==> config.mk <==
export PLATFORM = sky130hd
export DESIGN_NAME = spi_master_shifter
export DESIGN_NICKNAME = d
export VERILOG_FILES = /design/src/rtl/spi_master_shifter.sv
export SDC_FILE = /design/constraint.sdc
export NUM_CORES = 1
export LEC_CHECK = 0
export CAP_MARGIN = 20
export CORE_MARGIN = 4
export CORE_UTILIZATION = 60
export CTS_CLUSTER_DIAMETER = 40
export DETAILED_ROUTE_END_ITERATION = 10
export GPL_ROUTABILITY_DRIVEN = 0
export PLACE_DENSITY = 0.84
export SKIP_LAST_GASP = 1
export SLEW_MARGIN = 20
export SYNTH_ARGS = -nofsm -noshare
export SYNTH_HDL_FRONTEND = slang
export SYNTH_SLANG_ARGS = --single-unit
==> constraint.sdc <==
create_clock -name clk -period 3.4 [get_ports clk]
set_clock_uncertainty 0.15 [all_clocks]
set_input_delay 0.68 -clock clk [delete_from_list [all_inputs] [get_ports clk]]
set_output_delay 0.68 -clock clk [all_outputs]
set_load 0.1 [all_outputs]
==> src/rtl/spi_master_shifter.sv <==
// rtl/spi_master_shifter.sv - SPI mode 0 byte-framing master engine driving an external sck generator
module spi_master_shifter #(
    parameter int DATA_WIDTH      = 8,
    parameter int CS_LEAD_CYCLES  = 2,
    parameter int CS_TRAIL_CYCLES = 2
) (
    input  logic                  clk,
    input  logic                  rst_n,
    input  logic                  start,
    input  logic [DATA_WIDTH-1:0] tx_data,
    output logic [DATA_WIDTH-1:0] rx_data,
    output logic                  busy,
    output logic                  done,
    output logic                  sck_en,
    input  logic                  sck_in,
    input  logic                  rising_edge,
    input  logic                  falling_edge,
    output logic                  sck,
    output logic                  ss_n,
    output logic                  mosi,
    input  logic                  miso
);

    localparam int CNT_W = $clog2(DATA_WIDTH + 1);

    localparam logic [2:0] S_IDLE  = 3'd0;
    localparam logic [2:0] S_LEAD  = 3'd1;
    localparam logic [2:0] S_SHIFT = 3'd2;
    localparam logic [2:0] S_TRAIL = 3'd3;
    localparam logic [2:0] S_DONE  = 3'd4;

    // Terminal counts: a counter cleared on state entry reaches N-1 on the Nth cycle.
    localparam logic [7:0]       LEAD_LAST  = 8'(CS_LEAD_CYCLES - 1);
    localparam logic [7:0]       TRAIL_LAST = 8'(CS_TRAIL_CYCLES - 1);
    localparam logic [CNT_W-1:0] BIT_LAST   = CNT_W'(DATA_WIDTH);
    localparam logic [CNT_W-1:0] BIT_ONE    = CNT_W'(1);

    logic [2:0]            state_q,     state_d;
    logic [DATA_WIDTH-1:0] tx_shift_q,  tx_shift_d;
    logic [DATA_WIDTH-1:0] rx_shift_q,  rx_shift_d;
    logic [DATA_WIDTH-1:0] rx_data_q,   rx_data_d;
    logic [CNT_W-1:0]      bit_cnt_q,   bit_cnt_d;
    logic [7:0]            lead_cnt_q,  lead_cnt_d;
    logic [7:0]            trail_cnt_q, trail_cnt_d;
    logic                  ss_n_q,      ss_n_d;
    logic                  sck_en_q,    sck_en_d;
    logic                  mosi_q,      mosi_d;
    logic                  busy_q,      busy_d;
    logic                  done_q,      done_d;

    // Next-state logic: frame sequencing, bit shifting and the start/busy/done handshake.
    always_comb begin
        state_d     = state_q;
        tx_shift_d  = tx_shift_q;
        rx_shift_d  = rx_shift_q;
        rx_data_d   = rx_data_q;
        bit_cnt_d   = bit_cnt_q;
        lead_cnt_d  = lead_cnt_q;
        trail_cnt_d = trail_cnt_q;
        ss_n_d      = ss_n_q;
        sck_en_d    = sck_en_q;
        mosi_d      = mosi_q;
        busy_d      = busy_q;
        done_d      = 1'b0;

        case (state_q)
            S_IDLE: begin
                if (start) begin
                    // First MOSI bit is presented now so it is valid before the first rising sck.
                    tx_shift_d = tx_data;
                    mosi_d     = tx_data[DATA_WIDTH-1];
                    ss_n_d     = 1'b0;
                    busy_d     = 1'b1;
                    lead_cnt_d = 8'd0;
                    state_d    = S_LEAD;
                end
            end
            S_LEAD: begin
                if (lead_cnt_q == LEAD_LAST) begin
                    sck_en_d  = 1'b1;
                    bit_cnt_d = '0;
                    state_d   = S_SHIFT;
                end else begin
                    lead_cnt_d = lead_cnt_q + 8'd1;
                end
            end
            S_SHIFT: begin
                // A rising strobe wins over a simultaneous falling strobe.
                if (rising_edge) begin
                    rx_shift_d = {rx_shift_q[DATA_WIDTH-2:0], miso};
                    bit_cnt_d  = bit_cnt_q + BIT_ONE;
                end else if (falling_edge) begin
                    if (bit_cnt_q == BIT_LAST) begin
                        // sck is low here, so dropping the enable cannot clip a pulse.
                        sck_en_d    = 1'b0;
                        mosi_d      = 1'b0;
                        trail_cnt_d = 8'd0;
                        state_d     = S_TRAIL;
                    end else begin
                        tx_shift_d = {tx_shift_q[DATA_WIDTH-2:0], 1'b0};
                        mosi_d     = tx_shift_q[DATA_WIDTH-2];
                    end
                end
            end
            S_TRAIL: begin
                if (trail_cnt_q == TRAIL_LAST) begin
                    ss_n_d    = 1'b1;
                    rx_data_d = rx_shift_q;
                    done_d    = 1'b1;
                    state_d   = S_DONE;
                end else begin
                    trail_cnt_d = trail_cnt_q + 8'd1;
                end
            end
            S_DONE: begin
                busy_d  = 1'b0;
                state_d = S_IDLE;
            end
            default: begin
                state_d = S_IDLE;
            end
        endcase
    end

    // State and output registers; reset aborts any frame in progress immediately.
    always_ff @(posedge clk or negedge rst_n) begin
        if (!rst_n) begin
            state_q     <= S_IDLE;
            tx_shift_q  <= '0;
            rx_shift_q  <= '0;
            rx_data_q   <= '0;
            bit_cnt_q   <= '0;
            lead_cnt_q  <= 8'd0;
            trail_cnt_q <= 8'd0;
            ss_n_q      <= 1'b1;
            sck_en_q    <= 1'b0;
            mosi_q      <= 1'b0;
            busy_q      <= 1'b0;
            done_q      <= 1'b0;
        end else begin
            state_q     <= state_d;
            tx_shift_q  <= tx_shift_d;
            rx_shift_q  <= rx_shift_d;
            rx_data_q   <= rx_data_d;
            bit_cnt_q   <= bit_cnt_d;
            lead_cnt_q  <= lead_cnt_d;
            trail_cnt_q <= trail_cnt_d;
            ss_n_q      <= ss_n_d;
            sck_en_q    <= sck_en_d;
            mosi_q      <= mosi_d;
            busy_q      <= busy_d;
            done_q      <= done_d;
        end
    end

    assign rx_data = rx_data_q;
    assign busy    = busy_q;
    assign done    = done_q;
    assign sck_en  = sck_en_q;
    assign ss_n    = ss_n_q;
    assign mosi    = mosi_q;
    assign sck     = sck_in;

endmodule

==> qor.csv, run 1 <==
stage,metric,value,unit
detailed_routing,ANT nets after route,0,
power,switching power total,0.217,mW
layout,# fillers,304,
clock_tree,Post-CTS Setup Inserts,0,
worst_setup_path,CP startpoint,rising_edge,
worst_setup_path,worst path bufs/invs,2,
power,Clock power frac,34.4,%
floorplanning,die area,5390,µm²
layout,Post-Layout Cell Count,299,
synthesis,ys flop type,dfrtp_1,
clock_tree,clock slew at reported path FFs,0.09,ns
synthesis,post-synth top area cell,dfrtp_1,
detailed_routing,violation count after the first detailed-routing iteration,189,
synthesis,share of the synthesized area in the top cell type,48.8,%
sta,min cycle time layout,2.37,ns
global_routing,initial antenna violation count,0,
synthesis,Synth Net Count,247,
floorplanning,initial core utilization,63.2,%
worst_setup_path,Critical Path AT,2.47,ns
power,Pleak,1.31,nW
power,worst vdd ir,309,µV
clock_tree,H-tree depth,2,
power,Pint,0.771,mW
worst_setup_path,"Max stage delay cell, worst path",or4_1,
worst_setup_path,Setup crit end kind,register,
sta,setup repair after global routing missed its margin,no,
global_routing,vias in the first global route,1820,
worst_setup_path,CP Class,input port to register,
detailed_routing,via count,1847,
global_routing,gr ovfl total,0,
clock_tree,clk_lat worst skew,0.30,ns
detailed_routing,Post-Route WL,4.96,mm
worst_setup_path,CP Launch Type,input port,
floorplanning,Die Span Y,73.4,µm
clock_tree,Clock Tree Buf Depth,2,
layout,n_diodes,0,
worst_setup_path,CP top delay family,simple AND/OR/NAND/NOR gates,
placement,Port-buffer cells,26,
synthesis,most numerous cell in the Yosys netlist,dfrtp_1,
floorplanning,Die X,73.4,µm
floorplanning,Rows,23,
clock_tree,total CTS buffers,5,
layout,ratio of cells with drive above 1 in the final layout,25.7,%
clock_tree,Root Driver,clkbuf_8,
synthesis,Synth Register Bits,51,
clock_tree,CTS resizes,0,
floorplanning,core area,4060,µm²
detailed_routing,DRC viols,0,
power,Logic pwr share,4.1,%
synthesis,Syn Inst Count,226,
sta,Sum Neg Setup Slack,0,ns
worst_setup_path,r2r startpoint,state_q[0],
worst_setup_path,WP data required,3.50,ns
synthesis,syn avg cell area,11.4,µm²
power,Total Power,0.987,mW
layout,register area,1280,µm²
power,sequential group share of total power,61.5,%
synthesis,YS warnings,0,
synthesis,Post-synth EDFFs,0,
hold_path,type of the worst min-delay path,input port to asynchronous set/reset pin,
synthesis,synth unique cells,55,
synthesis,Post-synth ARST share,100,%
global_routing,largest net degree at the start of global routing,36,
clock_tree,TritonCTS clock tree,built,
global_routing,first-pass GRT wire length,8.48,mm
synthesis,"top cells by area, synth","dfrtp_1, mux2_2, ha_1",
worst_setup_path,worst path cell trace,clkdlybuf4s50_1 -> nor4bb_2 -> buf_4 -> a31oi_1 -> or4_1 -> nand3_1,
worst_setup_path,crit-path max FO,11,
power,switching part of the total,21.9,%
placement,placed insts,291,
worst_setup_path,slowest cell delay on critical path,0.56,ns
detailed_routing,vias per cell,6.18,
global_routing,total track usage,20.0,%
synthesis,Commonest cells post-synth,"dfrtp_1, mux2_2, o21ai_0",
run_status,outcome,completed,
sta,Tcrit/Tclk final,69.8,%
floorplanning,I/O pins,29,
synthesis,synthesized cell area,2570,µm²
layout,area of the multi-input gates,1190,µm²
clock_tree,Post-CTS Hold Buffers,0,
sta,Slew HR,51.5,%
placement,post-DP HPWL,3.40,mm
sta,worst slew pin tran,0.728,ns
sta,setup violators final,0,
sta,max-slew violation count,0,
clock_tree,clock sinks,51,
flow_run,Max-cap violations,0,
detailed_routing,drt pass-1 iters,4,
synthesis,register area share after synthesis,49.8,%
power,PD cells,341,nW/µm²
layout,nets,269,
sta,endpoints failing hold,0,
detailed_routing,drt wl/cell,16.6,µm
layout,area growth from synthesis to layout,12.7,%
sta,Max Fclk,422,MHz
==> cell usage in the layout (no fill, tap or decap), types with 5 or more instances in the layout <==
master and instances:
nor3_1 6, nor2_1 8, clkdlybuf4s50_1 12, inv_1 10, buf_4 15, o21ai_0 14
nand2_1 10, nand3_1 10, a21oi_1 8, ha_1 6, clkbuf_8 5, dfrtp_1 50
mux2_2 29
==> final timing paths <==
| kind | slack [ns] | end | cells after the start |
|---|---|---|---|
| min in group clk | 0.32 | ss_n | 2 |
| max in group asynchronous | 2.12 | trail_cnt_q[6] | 2 |
| hold / removal | 0.28 | tx_shift_q[1] | 1 |
| hold reg to reg | 0.32 | ss_n | 2 |
| setup / recovery | 1.03 | bit_cnt_q[3] | 6 |
| setup reg to reg | 1.12 | lead_cnt_q[7] | 4 |
==> kinds of logic after synthesis <==
logic type / share of synthesized area, %
compound gates: 15.9
fa+ha+maj: 2.93
buf+inv: 4.10
flops: 49.8
mux: 12.7
simple gates: 14.5
==> state kept, by name, indices dropped and copies added, names as in the netlist <==
name         count
ss_n             1
rx_data          8
rx_shift_q       8
mosi             1
sck_en           1
done             1
tx_shift_q       7
lead_cnt_q       8
bit_cnt_q        4
busy             1
state_q          3
trail_cnt_q      8
==> stage by stage <==
step | hold slack, ns | utilization [%] | setup slack [ns] | instance area (µm²)
after detailed placement | 0.307 | 69.1 | 0.716 | 2810
after floorplan | 0.234 | - | 1.37 | 2570
after global routing | 0.334 | 71.3 | 0.945 | 2890
after CTS | 0.307 | 71.3 | 1.03 | 2890
after global placement | 0.301 | 69.1 | 0.756 | 2810
final | 0.278 | 71.3 | 1.03 | 2890
==> per-layer routing <==
| layer | vias to the layer above | global-route usage (%) | routed length, µm |
|---|---|---|---|
| li1 | 887 | - | - |
| met1 | 909 | 27.5 | 2310 |
| met2 | 42 | 31.1 | 2310 |
| met3 | 9 | 4.51 | 229 |
| met4 | 0 | 7.24 | 108 |
| met5 | - | 0 | 0 |
==> power groups by stage <==
stage | clock network (mW) | logic, mW | registers, mW
5_1_grt | 0.381 | 0.0453 | 0.607
3_5_place_dp | 0 | 0.0416 | 0.619
2_1_floorplan | 0 | 0.0122 | 0.624
6_report | 0.340 | 0.0407 | 0.607
4_1_cts | 0.353 | 0.0419 | 0.607
3_3_place_gp | 0 | 0.0416 | 0.619
==> cell type report <==
| type | count | area share (%) |
|---|---|---|
| Sequential cell | 51 | 44.2 |
| Multi-Input combinational cell | 152 | 41.2 |
| Timing Repair Buffer | 28 | 8.22 |
| Clock buffer | 6 | 2.51 |
| Tap cell | 50 | 2.16 |
| Inverter | 10 | 1.30 |
| Clock inverter | 2 | 0.476 |
No activity file was read; power rests on OpenSTA's default activity.
==> run 2: changes to the inputs <==
Settings changed: CORE_UTILIZATION 60 to 56, PLACE_DENSITY 0.84 to 0.8.
Clock period 3.4 ns to 2.2 ns, I/O delays scaled along.
==> run 2 against run 1 <==
  * Final area up 7.3%
  * Die area up 6.4%
  * Setup slack worse by 0.94 ns
  * Critical path type is now register to register
  * Largest power group unchanged
==> qor.csv, run 2 (same netlist as run 1, synthesis figures left out) <==
stage,metric,value,unit,change
floorplanning,Rows,24,,+4.3%
run_status,outcome,completed,,
power,worst vdd ir,528,µV,+71%
clock_tree,clk_lat worst skew,0.31,ns,about the same
detailed_routing,vias per cell,5.87,,-4.9%
clock_tree,Clock Tree Buf Depth,2,,unchanged
floorplanning,Die X,75.7,µm,+3.1%
worst_setup_path,crit-path max FO,4,,-7
worst_setup_path,CP Launch Type,register,,
global_routing,initial antenna violation count,0,,unchanged
sta,Hold WS,0.318,ns,+0.0401 ns
floorplanning,I/O pins,29,,unchanged
clock_tree,H-tree depth,2,,unchanged
power,PD cells,511,nW/µm²,+50%
sta,Slew HR,69.2,%,+18 points
clock_tree,clock sinks,51,,unchanged
clock_tree,total CTS buffers,5,,unchanged
detailed_routing,DRC viols,0,,unchanged
layout,ratio of cells with drive above 1 in the final layout,31.7,%,+6.0 points
sta,Tcrit/Tclk final,95.8,%,
sta,endpoints failing hold,0,,unchanged
clock_tree,TritonCTS clock tree,built,,
sta,Max Fclk,474,MHz,
global_routing,first-pass GRT wire length,8.53,mm,+0.57%
hold_path,type of the worst min-delay path,input port to asynchronous set/reset pin,,
floorplanning,core area,4380,µm²,+8.0%
flow_run,Max-cap violations,0,,unchanged
layout,area growth from synthesis to layout,20.9,%,
layout,nets,291,,+8.2%
detailed_routing,via count,1897,,+2.7%
worst_setup_path,CP Class,register to register,,
sta,setup ws final,0.0917,ns,-0.936 ns
global_routing,total track usage,19.6,%,-0.34 points
sta,setup violators final,0,,unchanged
floorplanning,die area,5730,µm²,+6.4%
worst_setup_path,Setup crit end kind,register,,
detailed_routing,violation count after the first detailed-routing iteration,115,,-39%
sta,min cycle time layout,2.11,ns,
global_routing,vias in the first global route,1879,,+3.2%
floorplanning,Die Span Y,75.7,µm,+3.1%
worst_setup_path,WP data required,2.26,ns,-1.24 ns
sta,max-slew violation count,0,,unchanged
clock_tree,Root Driver,clkbuf_8,,
layout,# fillers,337,,+11%
detailed_routing,drt pass-1 iters,4,,unchanged
layout,n_diodes,0,,unchanged
floorplanning,initial core utilization,58.5,%,-4.7 points
worst_setup_path,Critical Path AT,2.17,ns,-0.30 ns
detailed_routing,drt wl/cell,15.4,µm,-7.0%
global_routing,gr ovfl total,0,,unchanged
layout,most frequent cells in the layout,"dfrtp_1, buf_4, mux2_2",,
detailed_routing,Post-Route WL,4.98,mm,+0.44%
clock_tree,clock slew at reported path FFs,0.10,ns,about the same
sta,worst slew pin tran,0.459,ns,-0.268 ns
sta,setup repair after global routing missed its margin,no,,
placement,Port-buffer cells,26,,unchanged
placement,Place WS,-0.113,ns,-0.829 ns
layout,"most common cell after layout, fill and taps aside",dfrtp_1,,
power,Pleak,1.44,nW,+10%
detailed_routing,ANT nets after route,0,,unchanged
placement,post-DP HPWL,3.62,mm,+6.6%
global_routing,largest net degree at the start of global routing,32,,-11%
==> run 2: changes by cell type in the layout (fill, tap and decap cells not counted), sizes merged <==
| cell | previous run | this run |
|---|---|---|
| buf | 16 | 37 |
| clkbuf | 6 | 5 |
| dlygate4sd3 | 0 | 1 |
| inv | 10 | 11 |
==> run 2: stage by stage <==
step / total power, mW / instances / setup TNS [ns] / util, % / cell area, µm²
after CTS: 1.61 / 321 / 0 / 70.3 / 3080
after detailed placement: 1.03 / 312 / -0.289 / 67.9 / 2980
after global placement: 1.03 / 312 / -0.220 / 67.9 / 2980
final: 1.59 / 323 / 0 / 70.8 / 3100
after floorplan: 0.983 / 226 / 0 / - / 2570
after global routing: 1.65 / 323 / 0 / 70.8 / 3100
==> run 2: worst paths after layout <==
path | startpoint | end | slack (ns) | cells past startpoint
hold / removal | rst_n | lead_cnt_q[0] | 0.32 | 2
hold reg to reg | ss_n | ss_n | 0.34 | 2
setup reg to reg | trail_cnt_q[1] | trail_cnt_q[3] | 0.09 | 7
min in group clk | ss_n | ss_n | 0.34 | 2
setup / recovery | trail_cnt_q[1] | trail_cnt_q[3] | 0.09 | 7
max in group asynchronous | rst_n | ss_n | 1.07 | 3
==> run 2: what timing repair did <==
action / 4_1_cts / 5_1_grt
resized for setup: 0 / 1
hold buffers: 1 / 0
buffers inserted: 0 / 2
hold endpoints to repair: 3 / 0
endpoints found under the setup margin: 0 / 8
==> run 2: where the power goes <==
part	internal (mW)	switching [mW]	total, mW
registers	0.938	0.000572	0.938
logic	0.0356	0.0365	0.0721
clock network	0.236	0.340	0.576
total	1.21	0.377	1.59
==> run 2: worst max-delay path, cell delays in order (launching register included) <==
cell     delay, ns
dfrtp_1       0.40
inv_1         0.08
ha_1          0.13
or4b_4        0.50
o41ai_4       0.25
buf_4         0.19
nor3_1        0.05
a211o_1       0.27
==> run 2: area by class of cell <==
| type | count | area, µm² | area share, % |
|---|---|---|---|
| Clock buffer | 5 | 68.8 | 2.22 |
| Clock inverter | 3 | 28.8 | 0.927 |
| Inverter | 10 | 37.5 | 1.21 |
| Multi-Input combinational cell | 152 | 1190 | 38.5 |
| Sequential cell | 51 | 1280 | 41.2 |
| Tap cell | 52 | 65.1 | 2.10 |
| Timing Repair Buffer | 50 | 430 | 13.9 |
==> run 2: metal layers <==
metal  track usage (%)  wire [µm]  vias up
li1                  -          -      929
met3              4.88        239       11
met5                 0          0        -
met1              25.1       2230      913
met4              7.38         99        0
met2              32.2       2410       44
==> run 3: changes to the inputs <==
Settings changed: SETUP_SLACK_MARGIN set to 0.02, SLEW_MARGIN 20 to 15.
==> run 3 against run 2 <==
  * Cell count is the same
  * Combinational power grew 1%
  * Clock-buffer cell count is the same
  * Critical path type unchanged
  * Clock power is essentially flat
  * Non-clock buffer count is the same
  * Register-to-register slack is essentially flat
==> qor.csv, run 3 (same netlist as run 1, synthesis figures left out) <==
stage,metric,value,unit,change
sta,max-slew violation count,0,,unchanged
floorplanning,Die Span Y,75.7,µm,unchanged
power,worst vdd ir,528,µV,about the same
detailed_routing,DRC viols,0,,unchanged
hold_path,type of the worst min-delay path,input port to asynchronous set/reset pin,,
clock_tree,total CTS buffers,5,,unchanged
global_routing,first-pass GRT wire length,8.53,mm,unchanged
global_routing,vias in the first global route,1879,,unchanged
detailed_routing,ANT nets after route,0,,unchanged
placement,post-DP HPWL,3.62,mm,unchanged
sta,endpoints failing hold,0,,unchanged
worst_setup_path,worst path cell trace,inv_1 -> ha_1 -> or4b_4 -> o41ai_4 -> buf_4 -> nor3_1 -> a211o_1,,
clock_tree,TritonCTS clock tree,built,,
floorplanning,Rows,24,,unchanged
sta,setup ws final,0.0917,ns,+0.00000200 ns
power,Logic pwr share,4.6,%,about the same
worst_setup_path,WP data required,2.26,ns,about the same
layout,"most common cell after layout, fill and taps aside",dfrtp_1,,
worst_setup_path,"Max stage delay cell, worst path",or4b_4,,
sta,Slew HR,68.8,%,-0.46 points
floorplanning,I/O pins,29,,unchanged
sta,Sum Neg Setup Slack,0,ns,unchanged
power,switching power total,0.377,mW,about the same
worst_setup_path,slowest cell delay on critical path,0.50,ns,about the same
layout,# fillers,336,,-0.30%
power,PD cells,511,nW/µm²,about the same
layout,area growth from synthesis to layout,21.0,%,about the same
layout,most frequent cells in the layout,"dfrtp_1, buf_4, mux2_2",,
power,Total Power,1.59,mW,about the same
layout,n_diodes,0,,unchanged
power,Pint,1.21,mW,about the same
worst_setup_path,crit-path max FO,4,,unchanged
layout,register area,1280,µm²,unchanged
layout,area of the multi-input gates,1200,µm²,+0.21%
clock_tree,H-tree depth,2,,unchanged
detailed_routing,Post-Route WL,4.99,mm,+0.22%
sta,min cycle time layout,2.11,ns,-0.00000200 ns
clock_tree,clk_lat worst skew,0.31,ns,about the same
worst_setup_path,CP Class,register to register,,
floorplanning,initial core utilization,58.5,%,unchanged
global_routing,gr ovfl total,0,,unchanged
power,switching part of the total,23.7,%,about the same
sta,setup violators final,0,,unchanged
detailed_routing,violation count after the first detailed-routing iteration,114,,-0.87%
floorplanning,Die X,75.7,µm,unchanged
placement,Port-buffer cells,26,,unchanged
global_routing,largest net degree at the start of global routing,32,,unchanged
global_routing,total track usage,19.6,%,unchanged
floorplanning,core area,4380,µm²,unchanged
worst_setup_path,CP top delay family,simple AND/OR/NAND/NOR gates,,
detailed_routing,drt pass-1 iters,4,,unchanged
worst_setup_path,Setup crit end kind,register,,
worst_setup_path,Critical Path AT,2.17,ns,about the same
global_routing,initial antenna violation count,0,,unchanged
power,sequential group share of total power,59.1,%,about the same
detailed_routing,drt wl/cell,15.5,µm,+0.22%
sta,setup repair after global routing missed its margin,yes,,
power,Pleak,1.45,nW,about the same
sta,Max Fclk,474,MHz,about the same
run_status,outcome,completed,,
worst_setup_path,worst path bufs/invs,2,,unchanged
clock_tree,clock sinks,51,,unchanged
placement,post-placement cell area,2980,µm²,unchanged
layout,fin util,70.8,%,about the same
sta,Tcrit/Tclk final,95.8,%,about the same
clock_tree,clock slew at reported path FFs,0.10,ns,about the same
sta,worst slew pin tran,0.466,ns,+0.00689 ns
layout,nets,291,,unchanged
layout,ratio of cells with drive above 1 in the final layout,31.7,%,unchanged
power,Clock power frac,36.3,%,about the same
detailed_routing,via count,1895,,-0.11%
worst_setup_path,CP Launch Type,register,,
flow_run,Max-cap violations,0,,unchanged
floorplanning,die area,5730,µm²,unchanged
layout,design area,3110,µm²,about the same
clock_tree,Root Driver,clkbuf_8,,
placement,Place WS,-0.113,ns,unchanged
clock_tree,Clock Tree Buf Depth,2,,unchanged
detailed_routing,vias per cell,5.87,,-0.11%
==> run 3: cell counts in the layout (fill, tap and decap cells not counted) <==
No cell type changed its count.
==> run 3: layout make-up <==
type	count	area share (%)
inverters	10	1.21
clock buffers	5	2.22
multi-input cells	152	38.6
clock inverters	3	0.927
flip-flops and latches	51	41.1
well taps	52	2.10
repair buffers	50	13.9
==> run 3: path summary, 6_finish.rpt <==
check                      depth (start not counted)              to      startpoint  slack, ns
max                                                7  trail_cnt_q[3]  trail_cnt_q[1]       0.09
min                                                2   lead_cnt_q[0]           rst_n       0.32
max reg2reg                                        7  trail_cnt_q[3]  trail_cnt_q[1]       0.09
min reg2reg                                        2            ss_n            ss_n       0.34
max in group asynchronous                          3            ss_n           rst_n       1.07
min in group clk                                   2            ss_n            ss_n       0.34
==> run 3: power by group through the flow <==
stage               Sequential, mW  Clock [mW]  Combinational (mW)
CTS                          0.938       0.595              0.0746
finish                       0.938       0.576              0.0728
global route                 0.939       0.629              0.0804
global placement             0.957           0              0.0719
detailed placement           0.957           0              0.0726
floorplan                    0.964           0              0.0189
==> run 3: stage by stage <==
step                      std cells  hold slack, ns
after floorplan                 226        -0.00559
after global placement          312           0.121
after detailed placement        312           0.119
after CTS                       321           0.314
after global routing            323           0.331
final                           323           0.318
==> run 3: routing by layer <==
metal  wire [µm]  GRT usage, %
met5           0             0
met3         234          4.88
met4          99          7.38
met1        2250          25.1
met2        2410          32.2
==> run 3: worst register-to-register path, stage by stage (launching register included) <==
cell	delay [ns]
dfrtp_1	0.40
inv_1	0.08
ha_1	0.13
or4b_4	0.50
o41ai_4	0.25
buf_4	0.19
nor3_1	0.05
a211o_1	0.27
==> run 3: what timing repair did <==
item                                    in CTS  in global routing
buffers inserted                             0                  2
resized for setup                            0                  2
endpoints found under the setup margin       0                 11
hold buffers                                 1                  0
endpoints found under the hold margin        3                  0
